<file path="src/rtl/mig_seq_eval_pkg.sv">
// Shared types for the sequential majority-inverter-graph evaluator:
// operand and gate-word layouts, the FSM state encoding and the majority helper.
package mig_pkg;

  // Wide enough for any node index this block is ever configured with;
  // narrower operand fields are zero-extended on decode.
  localparam int MIG_IDX_W = 16;

  typedef struct packed {
    logic                 inv;
    logic [MIG_IDX_W-1:0] idx;
  } mig_operand_t;

  typedef struct packed {
    mig_operand_t op_c;
    mig_operand_t op_b;
    mig_operand_t op_a;
  } mig_gate_t;

  typedef enum logic [1:0] {
    ST_IDLE = 2'd0,
    ST_EVAL = 2'd1,
    ST_DONE = 2'd2
  } mig_state_t;

  function automatic logic maj3(input logic a, input logic b, input logic c);
    return (a & b) | (a & c) | (b & c);
  endfunction

endpackage

</file>
<file path="src/rtl/mig_seq_eval_node_mux.sv">
// Node selector: returns the value of one graph node (constant 0, a primary
// input or a gate result) given its index. Unknown indices read as 0.
module mig_node_mux
  import mig_pkg::*;
#(
  parameter int N_IN    = 7,
  parameter int N_GATES = 16
) (
  input  logic [MIG_IDX_W-1:0] i_idx,
  input  logic [N_IN-1:0]      i_x,
  input  logic [N_GATES-1:0]   i_gates,
  output logic                 o_val
);

  // Index 0 and anything past the last gate fall through to the 0 default.
  always_comb begin
    o_val = 1'b0;
    for (int k = 0; k < N_IN; k++) begin
      if (i_idx == MIG_IDX_W'(k + 1)) o_val = i_x[k];
    end
    for (int k = 0; k < N_GATES; k++) begin
      if (i_idx == MIG_IDX_W'(N_IN + 1 + k)) o_val = i_gates[k];
    end
  end

endmodule

</file>
<file path="src/rtl/mig_seq_eval.sv">
// Programmable majority-inverter-graph evaluator. A loaded gate program is
// executed one gate per cycle for each accepted input vector, and the selected
// node is returned as a single registered result bit.
module mig_seq_eval
  import mig_pkg::*;
#(
  parameter int N_IN    = 7,
  parameter int N_GATES = 16,
  parameter int NW      = $clog2(1 + N_IN + N_GATES)
) (
  input  logic                         clk,
  input  logic                         rst,
  input  logic                         prog_we,
  input  logic [$clog2(N_GATES)-1:0]   prog_addr,
  input  logic [3*(NW+1)-1:0]          prog_data,
  input  logic                         cfg_we,
  input  logic [$clog2(N_GATES+1)-1:0] cfg_num_gates,
  input  logic [NW-1:0]                cfg_out_sel,
  output logic                         prog_ready,
  input  logic                         in_valid,
  output logic                         in_ready,
  input  logic [N_IN-1:0]              x,
  output logic                         out_valid,
  input  logic                         out_ready,
  output logic                         y
);

  localparam int GW  = $clog2(N_GATES);
  localparam int CW  = $clog2(N_GATES + 1);
  localparam int OPW = NW + 1;

  mig_state_t           r_state;
  mig_state_t           w_nextState;
  logic [N_IN-1:0]      r_x;
  logic [N_GATES-1:0]   r_gateVal;
  logic [3*OPW-1:0]     r_mem [N_GATES];
  logic [CW-1:0]        r_numGates;
  logic [NW-1:0]        r_outSel;
  logic [GW-1:0]        r_g;
  logic                 r_y;

  logic                 w_idle;
  logic [CW-1:0]        w_cfgClamp;
  logic [CW-1:0]        w_numEff;
  logic [NW-1:0]        w_selEff;
  logic                 w_lastGate;
  logic                 w_enterDone;
  logic [3*OPW-1:0]     w_word;
  mig_gate_t            w_gate;
  logic                 w_valA;
  logic                 w_valB;
  logic                 w_valC;
  logic                 w_gateOut;
  logic [N_GATES-1:0]   w_nextGates;
  logic [N_IN-1:0]      w_outX;
  logic [N_GATES-1:0]   w_outGates;
  logic [MIG_IDX_W-1:0] w_outIdx;
  logic                 w_outVal;

  function automatic mig_operand_t decodeOp(input logic [OPW-1:0] f);
    mig_operand_t o;
    o.inv = f[NW];
    o.idx = MIG_IDX_W'(f[NW-1:0]);
    return o;
  endfunction

  // Effective configuration: a config write in IDLE applies to a vector
  // accepted in the same cycle, so the datapath looks through the write.
  always_comb begin
    w_idle     = (r_state == ST_IDLE);
    w_cfgClamp = (cfg_num_gates > CW'(N_GATES)) ? CW'(N_GATES) : cfg_num_gates;
    w_numEff   = (w_idle && cfg_we) ? w_cfgClamp : r_numGates;
    w_selEff   = (w_idle && cfg_we) ? cfg_out_sel : r_outSel;
    w_lastGate = (CW'(r_g) == (r_numGates - CW'(1)));
  end

  // Decode the gate word currently being executed into its three operands.
  always_comb begin
    w_word      = r_mem[r_g];
    w_gate.op_a = decodeOp(w_word[OPW-1:0]);
    w_gate.op_b = decodeOp(w_word[2*OPW-1:OPW]);
    w_gate.op_c = decodeOp(w_word[3*OPW-1:2*OPW]);
  end

  mig_node_mux #(.N_IN(N_IN), .N_GATES(N_GATES)) u_muxA (
    .i_idx(w_gate.op_a.idx), .i_x(r_x), .i_gates(r_gateVal), .o_val(w_valA)
  );
  mig_node_mux #(.N_IN(N_IN), .N_GATES(N_GATES)) u_muxB (
    .i_idx(w_gate.op_b.idx), .i_x(r_x), .i_gates(r_gateVal), .o_val(w_valB)
  );
  mig_node_mux #(.N_IN(N_IN), .N_GATES(N_GATES)) u_muxC (
    .i_idx(w_gate.op_c.idx), .i_x(r_x), .i_gates(r_gateVal), .o_val(w_valC)
  );

  // Current gate result, merged into the gate vector as it will look after
  // this cycle so the result mux can see the final gate on entry to DONE.
  always_comb begin
    w_gateOut = maj3(w_valA ^ w_gate.op_a.inv,
                     w_valB ^ w_gate.op_b.inv,
                     w_valC ^ w_gate.op_c.inv);
    w_nextGates      = r_gateVal;
    w_nextGates[r_g] = w_gateOut;
  end

  // Result source: when leaving IDLE directly the freshly accepted vector and
  // cleared gates apply; when leaving EVAL the updated gate vector applies.
  always_comb begin
    w_outX     = w_idle ? x : r_x;
    w_outGates = w_idle ? '0 : w_nextGates;
    w_outIdx   = MIG_IDX_W'(w_selEff);
  end

  mig_node_mux #(.N_IN(N_IN), .N_GATES(N_GATES)) u_muxOut (
    .i_idx(w_outIdx), .i_x(w_outX), .i_gates(w_outGates), .o_val(w_outVal)
  );

  // FSM state register.
  always_ff @(posedge clk) begin
    if (rst) r_state <= ST_IDLE;
    else     r_state <= w_nextState;
  end

  // FSM next-state logic.
  always_comb begin
    w_nextState = r_state;
    case (r_state)
      ST_IDLE: begin
        if (in_valid) w_nextState = (w_numEff == '0) ? ST_DONE : ST_EVAL;
      end
      ST_EVAL: begin
        if (w_lastGate) w_nextState = ST_DONE;
      end
      ST_DONE: begin
        if (out_ready) w_nextState = ST_IDLE;
      end
      default: w_nextState = ST_IDLE;
    endcase
    w_enterDone = (w_nextState == ST_DONE) && (r_state != ST_DONE);
  end

  // FSM outputs.
  always_comb begin
    prog_ready = (r_state == ST_IDLE);
    in_ready   = (r_state == ST_IDLE);
    out_valid  = (r_state == ST_DONE);
    y          = r_y;
  end

  // Gate program memory; writes land only while idle.
  always_ff @(posedge clk) begin
    if (rst) begin
      for (int k = 0; k < N_GATES; k++) r_mem[k] <= '0;
    end else if (w_idle && prog_we && (int'(prog_addr) < N_GATES)) begin
      r_mem[prog_addr] <= prog_data;
    end
  end

  // Configuration registers; writes land only while idle.
  always_ff @(posedge clk) begin
    if (rst) begin
      r_numGates <= '0;
      r_outSel   <= '0;
    end else if (w_idle && cfg_we) begin
      r_numGates <= w_cfgClamp;
      r_outSel   <= cfg_out_sel;
    end
  end

  // Evaluation datapath: latch the vector, step through gates, capture result.
  always_ff @(posedge clk) begin
    if (rst) begin
      r_x       <= '0;
      r_gateVal <= '0;
      r_g       <= '0;
      r_y       <= 1'b0;
    end else begin
      case (r_state)
        ST_IDLE: begin
          if (in_valid) begin
            r_x       <= x;
            r_gateVal <= '0;
            r_g       <= '0;
          end
        end
        ST_EVAL: begin
          r_gateVal <= w_nextGates;
          r_g       <= r_g + GW'(1);
        end
        default: begin
        end
      endcase
      if (w_enterDone) r_y <= w_outVal;
    end
  end

endmodule

</file>
<file path="config.mk">
export PLATFORM = sky130hd
export DESIGN_NAME = mig_seq_eval
export DESIGN_NICKNAME = d
export VERILOG_FILES = /design/src/rtl/mig_seq_eval_pkg.sv /design/src/rtl/mig_seq_eval_node_mux.sv /design/src/rtl/mig_seq_eval.sv
export SDC_FILE = /design/constraint.sdc
export NUM_CORES = 1
export LEC_CHECK = 0
export ABC_AREA = 0
export BUFFER_PORTS_ARGS = -buffer_cell sky130_fd_sc_hd__buf_2
export CORE_ASPECT_RATIO = 0.75
export CORE_UTILIZATION = 25
export CTS_BUF_LIST = sky130_fd_sc_hd__clkbuf_4 sky130_fd_sc_hd__clkbuf_8 sky130_fd_sc_hd__clkbuf_16
export CTS_CLUSTER_DIAMETER = 120
export CTS_CLUSTER_SIZE = 10
export DETAILED_ROUTE_END_ITERATION = 8
export SYNTH_ARGS = -nofsm -noshare
export SYNTH_HDL_FRONTEND = slang
export SYNTH_SLANG_ARGS = --single-unit
export TNS_END_PERCENT = 10
</file>
<file path="constraint.sdc">
create_clock -name clk -period 7.7 [get_ports clk]
set_input_delay 0.77 -clock clk [delete_from_list [all_inputs] [get_ports clk]]
set_output_delay 0.77 -clock clk [all_outputs]
set_load 0.02 [all_outputs]
</file>
**After elaboration in Yosys (flattened, before gate mapping)**

Memory sizes are Yosys's and may differ from the RTL's. A register that Yosys moved wholly into a read port is not among the register bits.
Cells that the tools add are included.

- Input bits: 45
- Memories: 1
- Flip-flop bits (word level): 40
- Memory bits (writable): 288

Memory list:

| name | words | bits a word | read ports | clocked after Yosys merged registers in | wr ports | line | source |
|---|---|---|---|---|---|---|---|
| r_mem | 16 | 18 | 1 | 1 | 16 | mig_seq_eval.sv:36 | `logic [3*OPW-1:0] r_mem [N_GATES];` |

- Multiplexer cells: 119
- Bitwise logic cells: 8
- Equality and inequality tests: 98
- Reductions and logical operators: 10
- $lt $le $gt $ge: 3
- Add/subtract/negate cells: 2

Operators by type and width:

| kind | count |
|---|---|
| equality test 5 x 4 -> 1 bit (second input constant) | 32 |
| equality test 5 bit (second input constant) | 32 |
| 2-to-1 mux 1 bit | 99 |
| equality test 5 x 3 -> 1 bit (second input constant) | 16 |
| equality test 5 x 2 -> 1 bit (second input constant) | 8 |
| 2-to-1 mux 16 bit | 2 |
| case mux 16 bit (2 select lines) | 1 |
| equality test 5 x 1 -> 1 bit (second input constant) | 4 |
| 2-to-1 mux 18 bit | 1 |
| OR reduction 18 bit | 1 |
| bitwise mux 16 bit | 1 |
| 2-to-1 mux 4 bit | 4 |
| 2-to-1 mux 5 bit | 3 |
| 2-to-1 mux 2 bit | 4 |
| case mux 4 bit (2 select lines) | 1 |
| 2-to-1 mux 7 bit | 1 |
| case mux 2 bit (3 select lines) | 1 |
| equality test 4 x 5 -> 1 bit | 1 |
| greater-than comparator 5 bit (second input constant) | 1 |
| logical NOT 5 bit | 1 |
| less-than comparator 4 x 5 -> 1 bit (second input constant) | 1 |
| subtractor 5 x 1 -> 5 bit (second input constant) | 1 |
| adder 4 x 1 -> 4 bit (second input constant) | 1 |
| demux 1 bit (select 4 bit) | 1 |
| 11 further kinds | 22 |

**Depth between registers and ports, before layout**

Gate-level depths: netlist of run 1.

- Depth after elaboration: 46
- Mapped depth: 19
- Gate-level depth less buffers: 13

**Modules after synthesis**

A second synthesis of run 1 with hierarchy kept.

- Cell total of the unflattened synthesis: 1296
- Area, all modules: 17130.2 um2

Modules (own cells, without submodules):

| module | times used | sequential area each (um2) | cells each | area each (um2) |
|---|---|---|---|---|
| mig_seq_eval | 1 | 9529.1 | 1136 | 15763.9 |
| mig_node_mux | 4 | 0.0 | 40 | 341.6 |

**Worst setup path before layout of run 1**

No wires, ideal clock.

- Path kind: flip-flop to flip-flop
- From: register (tool-made name)
- To: register r_gateVal[10]
- Path buffers: 7
- Path slack: 3982 ps
- Cell stages (with the launch flop): 15
- Setup time: 69 ps
- Arrival time: 3648 ps
- Cell sequence: dfxtp_1 -> buf_6 -> buf_6 -> buf_6 -> buf_4 -> buf_4 -> buf_2 -> mux4_2 -> mux4_2 -> nor4_2 -> nor4b_4 -> o32ai_4 -> buf_6 -> nand3_2 -> a21oi_2

RTL lines:

| item | line | source |
|---|---|---|
| end signal: assignment | mig_seq_eval.sv:186 | `r_gateVal <= w_nextGates;` |
| end: declaration | mig_seq_eval.sv:35 | `logic [N_GATES-1:0] r_gateVal;` |

==> summary.txt, run 1 <==
Logic synthesis
  – Sequential fraction of the synthesis area: 0.548
  – Ys flop type: edfxtp_1
  – Avg Synthesized Cell Area: 12.3 sq um
  – Count leader, synth: and2_1
  – Yosys top cell by area: edfxtp_1
  – Synthesized flop and latch total: 332
  – Synth top area cells: edfxtp_1 50%, and2_1 11%, mux4_2 9.8%
  – Gate Count Post-Synth: 1412
  – Most instantiated cells after synthesis: 295 x and2_1, 288 x edfxtp_1, 77 x nand2_1
  – Synth warn: 0
  – Async S/R FF share, synth: 0
  – Syn_nets: 1462
  – Mapped Area: 17400 sq um
  – Number of synthesized flops with an enable pin: 288
  – Synth cell types: 80
  – Post-synth top area share: 0.497

Pwr
  – Power Density: approximately 230 nW/um^2
  – Internal power: 3.31 mW
  – Power share of the combinational group: 0.159
  – Sequential cell fraction of total power: 0.458
  – Clock power share: 0.384
  – Net switching fraction of the power: 0.277
  – Leakage power total: between 6 and 7 nW
  – NetSw: 1.27 mW
  – Worst ir drop on vdd: 195 uV

Worst setup path
  – Critical path's slowest cell: dfxtp_4
  – Worst EP required: roughly 8200 ps
  – CP Cell Sequence: buf_4 -> mux4_2 -> o22ai_1 -> a21oi_2 -> mux2_2 -> o2111ai_1 -> a311o_1 -> a311oi_2 -> nor2_1 -> nor4b_4 -> o32ai_4 -> nand3_1 -> a21oi_1
  – CP Capture Type: register
  – Crit Path Max Fanout: 47
  – Worst Reg-to-Reg Cells: 13
  – Worst setup SP type: register
  – R2R Setup Slk: 2440 ps
  – Arrival @ worst endpoint: about 5700 ps
  – CP Capture Point: r_gateVal[4]
  – Slowest stage delay, CP: approximately 910 ps
  – Crit Path Category: reg -> reg
  – R2r endpoint: r_gateVal[4]
  – Crit path max-delay family: compound AO/OA/AOI/OAI gates
  – Critical Path Stages: 13
  – Critical path buffer and inverter count: 1

Floorplan
  – I/O Pins: 49
  – Initial Utilization: 0.253
  – Die Area: around 71000 sq um
  – Core box area: 68600 sq um
  – Row count: 83
  – Die width: 307 um
  – Die height: roughly 230 um

Run
  – MaxCap Viol Count: 0

Final layout
  – P&R area growth vs syn: 13.6%
  – Layout cells sized above 1: 0.191
  – # nets final: 1485

Routing
  – Routed len/inst: 22.6 um
  – Drt pass-1 iters: 7
  – Routed via count: 12200
  – Initial DRC Count: roughly 1700
  – Routed wire length: roughly 54000 um
  – # DRC: 0
  – Vias/cell: around 5
  – Post-DRT Antenna Nets: 0

Global route
  – Global-route wire length before repair: 79400 um
  – Pin count of the biggest net entering global routing: just under 60
  – Overflow after GRT: 0
  – Initial antenna violation count: 7
  – Total global-route track usage: 0.152
  – Vias in the first global route: 11700

Placement
  – GP Congestion: around 0.86
  – IO buf count: 48
  – Dpl hpwl: 33800 um
  – DP Worst Slack: 2500 ps

Clock tree
  – CTS max path bufs: 3
  – TritonCTS Buffers: 39
  – TritonCTS clock tree: built
  – Post-CTS Setup Inserts: 0
  – Clock Tree Root: clkbuf_16
  – H-tree levels: 2
  – Clock transition at path regs: 70 ps
  – Post-CTS resize count: 0
  – # hold bufs at CTS: 0
  – Clk_lat worst skew: 550 ps
  – Sink Count: approximately 330

Hold path
  – Hold WC Path Type: in -> reg

Timing
  – Final Cycle Share: 0.684
  – Final worst slack: between 2000 and 2500 ps
  – Setup Total Neg Slack: 0 ps
  – Max Slew Vio Count: 0
  – Max Clock Freq: 0.190 GHz
  – Fin crit period: roughly 5300 ps
  – Endpoints failing hold: 0
  – Worst relative slew slack: 0.171
  – Setup Skew: roughly 23 ps
  – Slew @ Worst Pin: about 1200 ps
  – Unrepaired setup endpoints after global routing: false
  – # setup viols final: 0

Run status
  – Status: finished clean
-- stage by stage --
| stage | util | area (sq um) | hold slack [ps] | cells | power [mW] |
|---|---|---|---|---|---|
| final | 0.288 | 19800 | 473 | 2395 | 4.58 |
| after global routing | 0.288 | 19800 | 461 | 2393 | 4.74 |
| after CTS | 0.288 | 19800 | 456 | 2392 | 4.60 |
| after detailed placement | 0.271 | 18600 | 482 | 2329 | 2.85 |
| after global placement | 0.271 | 18600 | 478 | 2329 | 2.84 |
| after floorplan | - | 17400 | 450 | 1412 | 2.62 |
-- cells by family after synthesis --
family	Yosys count	share of synthesized area
AND/OR/NAND/NOR	617	0.203
flip-flops	332	0.548
AO/OA/AOI/OAI	223	0.0872
multiplexers	118	0.124
buffers and inverters	110	0.0309
XOR/XNOR	6	0.00302
adder cells (fa/ha/maj)	6	0.00417
-- layout make-up --
| class | instances | area, sq um |
|---|---|---|
| fill | 6922 | 48900 |
| sequential | 332 | 9540 |
| multi-input combinational | 970 | 7360 |
| tap | 935 | 1170 |
| clock buffer | 59 | 1130 |
| timing repair buffer | 75 | 443 |
| clock inverter | 4 | 63.8 |
| inverter | 17 | 63.8 |
| antenna | 3 | 7.51 |
-- sequential cells by signal, summed over array words and instances, names as in the netlist, named ones only --
name        count
r_gateVal      16
r_x             7
r_numGates      5
r_outSel        5
y               1
r_mem         288
r_g             4
r_state         2
-- power groups by stage --
stage	Clock, mW	Combinational, mW	Sequential (mW)
2_1_floorplan	0	0.532	2.09
4_1_cts	1.78	0.720	2.10
6_report	1.76	0.727	2.10
3_3_place_gp	0	0.711	2.13
5_1_grt	1.85	0.783	2.11
3_5_place_dp	0	0.717	2.14
-- worst min-delay path by stage --
| stage | from | end | slack [ps] | depth (start not counted) |
|---|---|---|---|---|
| after global placement | r_outSel[4] | r_outSel[4] | 480 | 2 |
| after detailed placement | r_gateVal[4] | r_gateVal[4] | 480 | 2 |
| after CTS | x[3] | r_x[3] | 460 | 3 |
| after floorplan | r_gateVal[4] | r_gateVal[4] | 450 | 2 |
| final | x[3] | r_x[3] | 470 | 3 |
| after global routing | x[3] | r_x[3] | 460 | 3 |
-- metal layers --
layer  up-vias  track usage  share of wire
li1       5343            -              -
met2       570        0.226           0.43
met4        10       0.0350          0.018
met1      6155        0.225           0.46
met3        78       0.0304          0.088
met5         -            0         0.0013
-- placed cells by master (no fill, tap or decap), drive strengths merged, types with 6 or more instances in the layout --
cell type  instances
o211ai             8
a22oi              7
nand2b            17
or3                7
o21ai             43
a31oi             11
nand3b             6
nor4b              7
o31ai              7
nand2             77
edfxtp           288
inv               18
buf               75
nor3b              9
nor2              69
nand4              8
nor3              27
nor4               8
and2             295
o22a               6
mux2              17
mux4              76
or2               18
and3               9
mux2i             25
clkbuf            59
o22ai              9
dfxtp             44
a211oi            12
nor2b             10
nand3             39
a21oi             66
-- tightest hold or removal path, delay by kind of cell --
family	cells	cell delay (ps)
AO/OA/AOI/OAI	1	50
buffers and inverters	1	110
AND/OR/NAND/NOR	1	50
Note: power is estimated with default switching activity, not from simulation.
==> inputs of run 2 (changes only) <==
- clock period: 7.7 -> 4.9 ns (I/O delays scaled with it)
==> run 2 against run 1 <==
Net effect:
- sequential power increased by 57%
- routed wire length is essentially flat
- clock-buffer cell count unchanged
- clock skew shrank 11 ps
- setup slack worse by 2000 ps
- first-iteration DRC count shrank 16%
- combinational power is 60% higher
- critical path depth stayed put
- global-route usage barely moved
- clock power is 57% higher
- critical path type unchanged
- largest cell class unchanged
- largest power group unchanged
==> summary.txt, run 2 (same netlist as run 1, synthesis figures left out) <==
Timing
  – Final Cycle Share: 0.912
  – Unrepaired setup endpoints after global routing: false
  – Endpoints failing hold: 0
  – Worst relative slew slack: 0.297
  – Setup Skew: 11.1 ps
  – Max Slew Vio Count: 0
  – Setup Total Neg Slack: 0 ps
  – Slew @ Worst Pin: about 1000 ps
  – # setup viols final: 0
  – Final worst slack: around 430 ps
  – Fin crit period: 4470 ps
  – Worst hold margin: 196 ps
  – Max Clock Freq: 0.224 GHz

Worst setup path
  – Critical path's slowest cell: dfxtp_4
  – Crit Path Category: reg -> reg
  – CP Cell Sequence: buf_4 -> mux4_2 -> nand2_1 -> nand4_1 -> or3_1 -> o32ai_1 -> nor4b_1 -> o211ai_1 -> nand4_1 -> o32ai_4 -> buf_4 -> nand3_1 -> a21oi_1
  – Arrival @ worst endpoint: slightly below 5000 ps
  – Crit path max-delay family: simple AND/OR/NAND/NOR gates
  – Worst EP required: 5360 ps
  – Worst setup SP type: register
  – Slowest stage delay, CP: 710 ps
  – Critical path buffer and inverter count: 2
  – CP Capture Type: register
  – Crit Path Max Fanout: 27

Global route
  – Met3 Usage GRT: 0.0349
  – Vias in the first global route: 11800
  – Overflow after GRT: 0
  – Top Usage Layer GRT: met2
  – Met2 Track Usage GR: 0.234
  – Pin count of the biggest net entering global routing: 57
  – Initial antenna violation count: 6
  – Global-route wire length before repair: slightly below 80000 um
  – M1 GR Usage: 0.213
  – Total global-route track usage: 0.151

Final layout
  – Final core utilization: 0.290
  – Most frequent cells in the layout: 295 x and2_1, 288 x edfxtp_1, 77 x nand2_1
  – Largest reg by FF count: r_mem
  – Largest register FFs: 288
  – Post-Layout Inst Area: 19900 sq um
  – Fin cells: 2411
  – Biggest regs: r_mem (288), r_gateVal (16), r_x (7)
  – # nets final: 1504
  – P&R area growth vs syn: 14.6%
  – Most common cell after layout, fill and taps aside: and2_1
  – Layout cells sized above 1: 0.201

Placement
  – IO buf count: 48
  – Dpl hpwl: ~34000 um
  – DP Worst Slack: 438 ps
  – DP Area: 18800 sq um
  – GP Congestion: 0.879
  – Placed Instances: 2348

Floorplan
  – Die width: 307 um
  – Core box area: 68600 sq um
  – Row count: 83
  – Initial Utilization: 0.253
  – Die height: 230 um
  – I/O Pins: between 40 and 50
  – Die Area: 70700 sq um

Routing
  – Routed len/inst: 22.4 um
  – Post-DRT Antenna Nets: 0
  – Initial DRC Count: 1409
  – # DRC: 0
  – Routed via count: 12300
  – Routed wire length: between 50000 and 60000 um
  – Drt pass-1 iters: 7
  – Vias/cell: a little over 5

Pwr
  – Power Density: 362 nW/um^2
  – Total power: 7.22 mW
  – Leakage power total: about 6.9 nW
  – Worst ir drop on vdd: 293 uV

Clock tree
  – Clock transition at path regs: 60 ps
  – Post-CTS Setup Inserts: 0
  – TritonCTS clock tree: built
  – Clk_lat worst skew: 550 ps
  – TritonCTS Buffers: 39
  – Clock Tree Root: clkbuf_16
  – Post-CTS resize count: 0
  – Sink Count: 332
  – H-tree levels: 2
  – CTS max path bufs: 3
  – # hold bufs at CTS: 0

Run
  – MaxCap Viol Count: 0

Hold path
  – Hold WC Path Type: in -> reg

Run status
  – Status: finished clean
==> run 2: area by class of cell <==
class / instances / area (sq um)
Multi-Input combinational cell: 970 / 7370
Tap cell: 935 / 1170
Timing Repair Buffer: 94 / 623
Clock inverter: 3 / 37.5
Fill cell: 6944 / 48700
Antenna cell: 1 / 2.50
Clock buffer: 59 / 1130
Sequential cell: 332 / 9540
Inverter: 17 / 63.8
==> run 2: path summary, 6_finish.rpt <==
| check | startpoint | depth (start not counted) | slack (ps) | end |
|---|---|---|---|---|
| setup / recovery | register | 13 | 430 | r_gateVal[4] |
| hold / removal | x[1] | 3 | 200 | r_x[1] |
| setup reg to reg | register | 13 | 430 | r_gateVal[4] |
| hold reg to reg | r_outSel[4] | 2 | 500 | r_outSel[4] |
==> run 2: power breakdown <==
group	internal, mW	leakage [nW]	switching (mW)
sequential	3.19	3.34	0.101
clock	1.59	0.591	1.17
combinational	0.436	2.95	0.726
==> run 2: routing by layer <==
metal / part of all wire / up-vias
li1: - / 5366
met1: 0.45 / 6192
met2: 0.44 / 616
met3: 0.087 / 76
met4: 0.018 / 6
met5: 0.00083 / -
==> run 2: worst min-delay path: stages <==
cell and delay, ps:
buf_2 100, nand2_1 50, a21oi_1 50
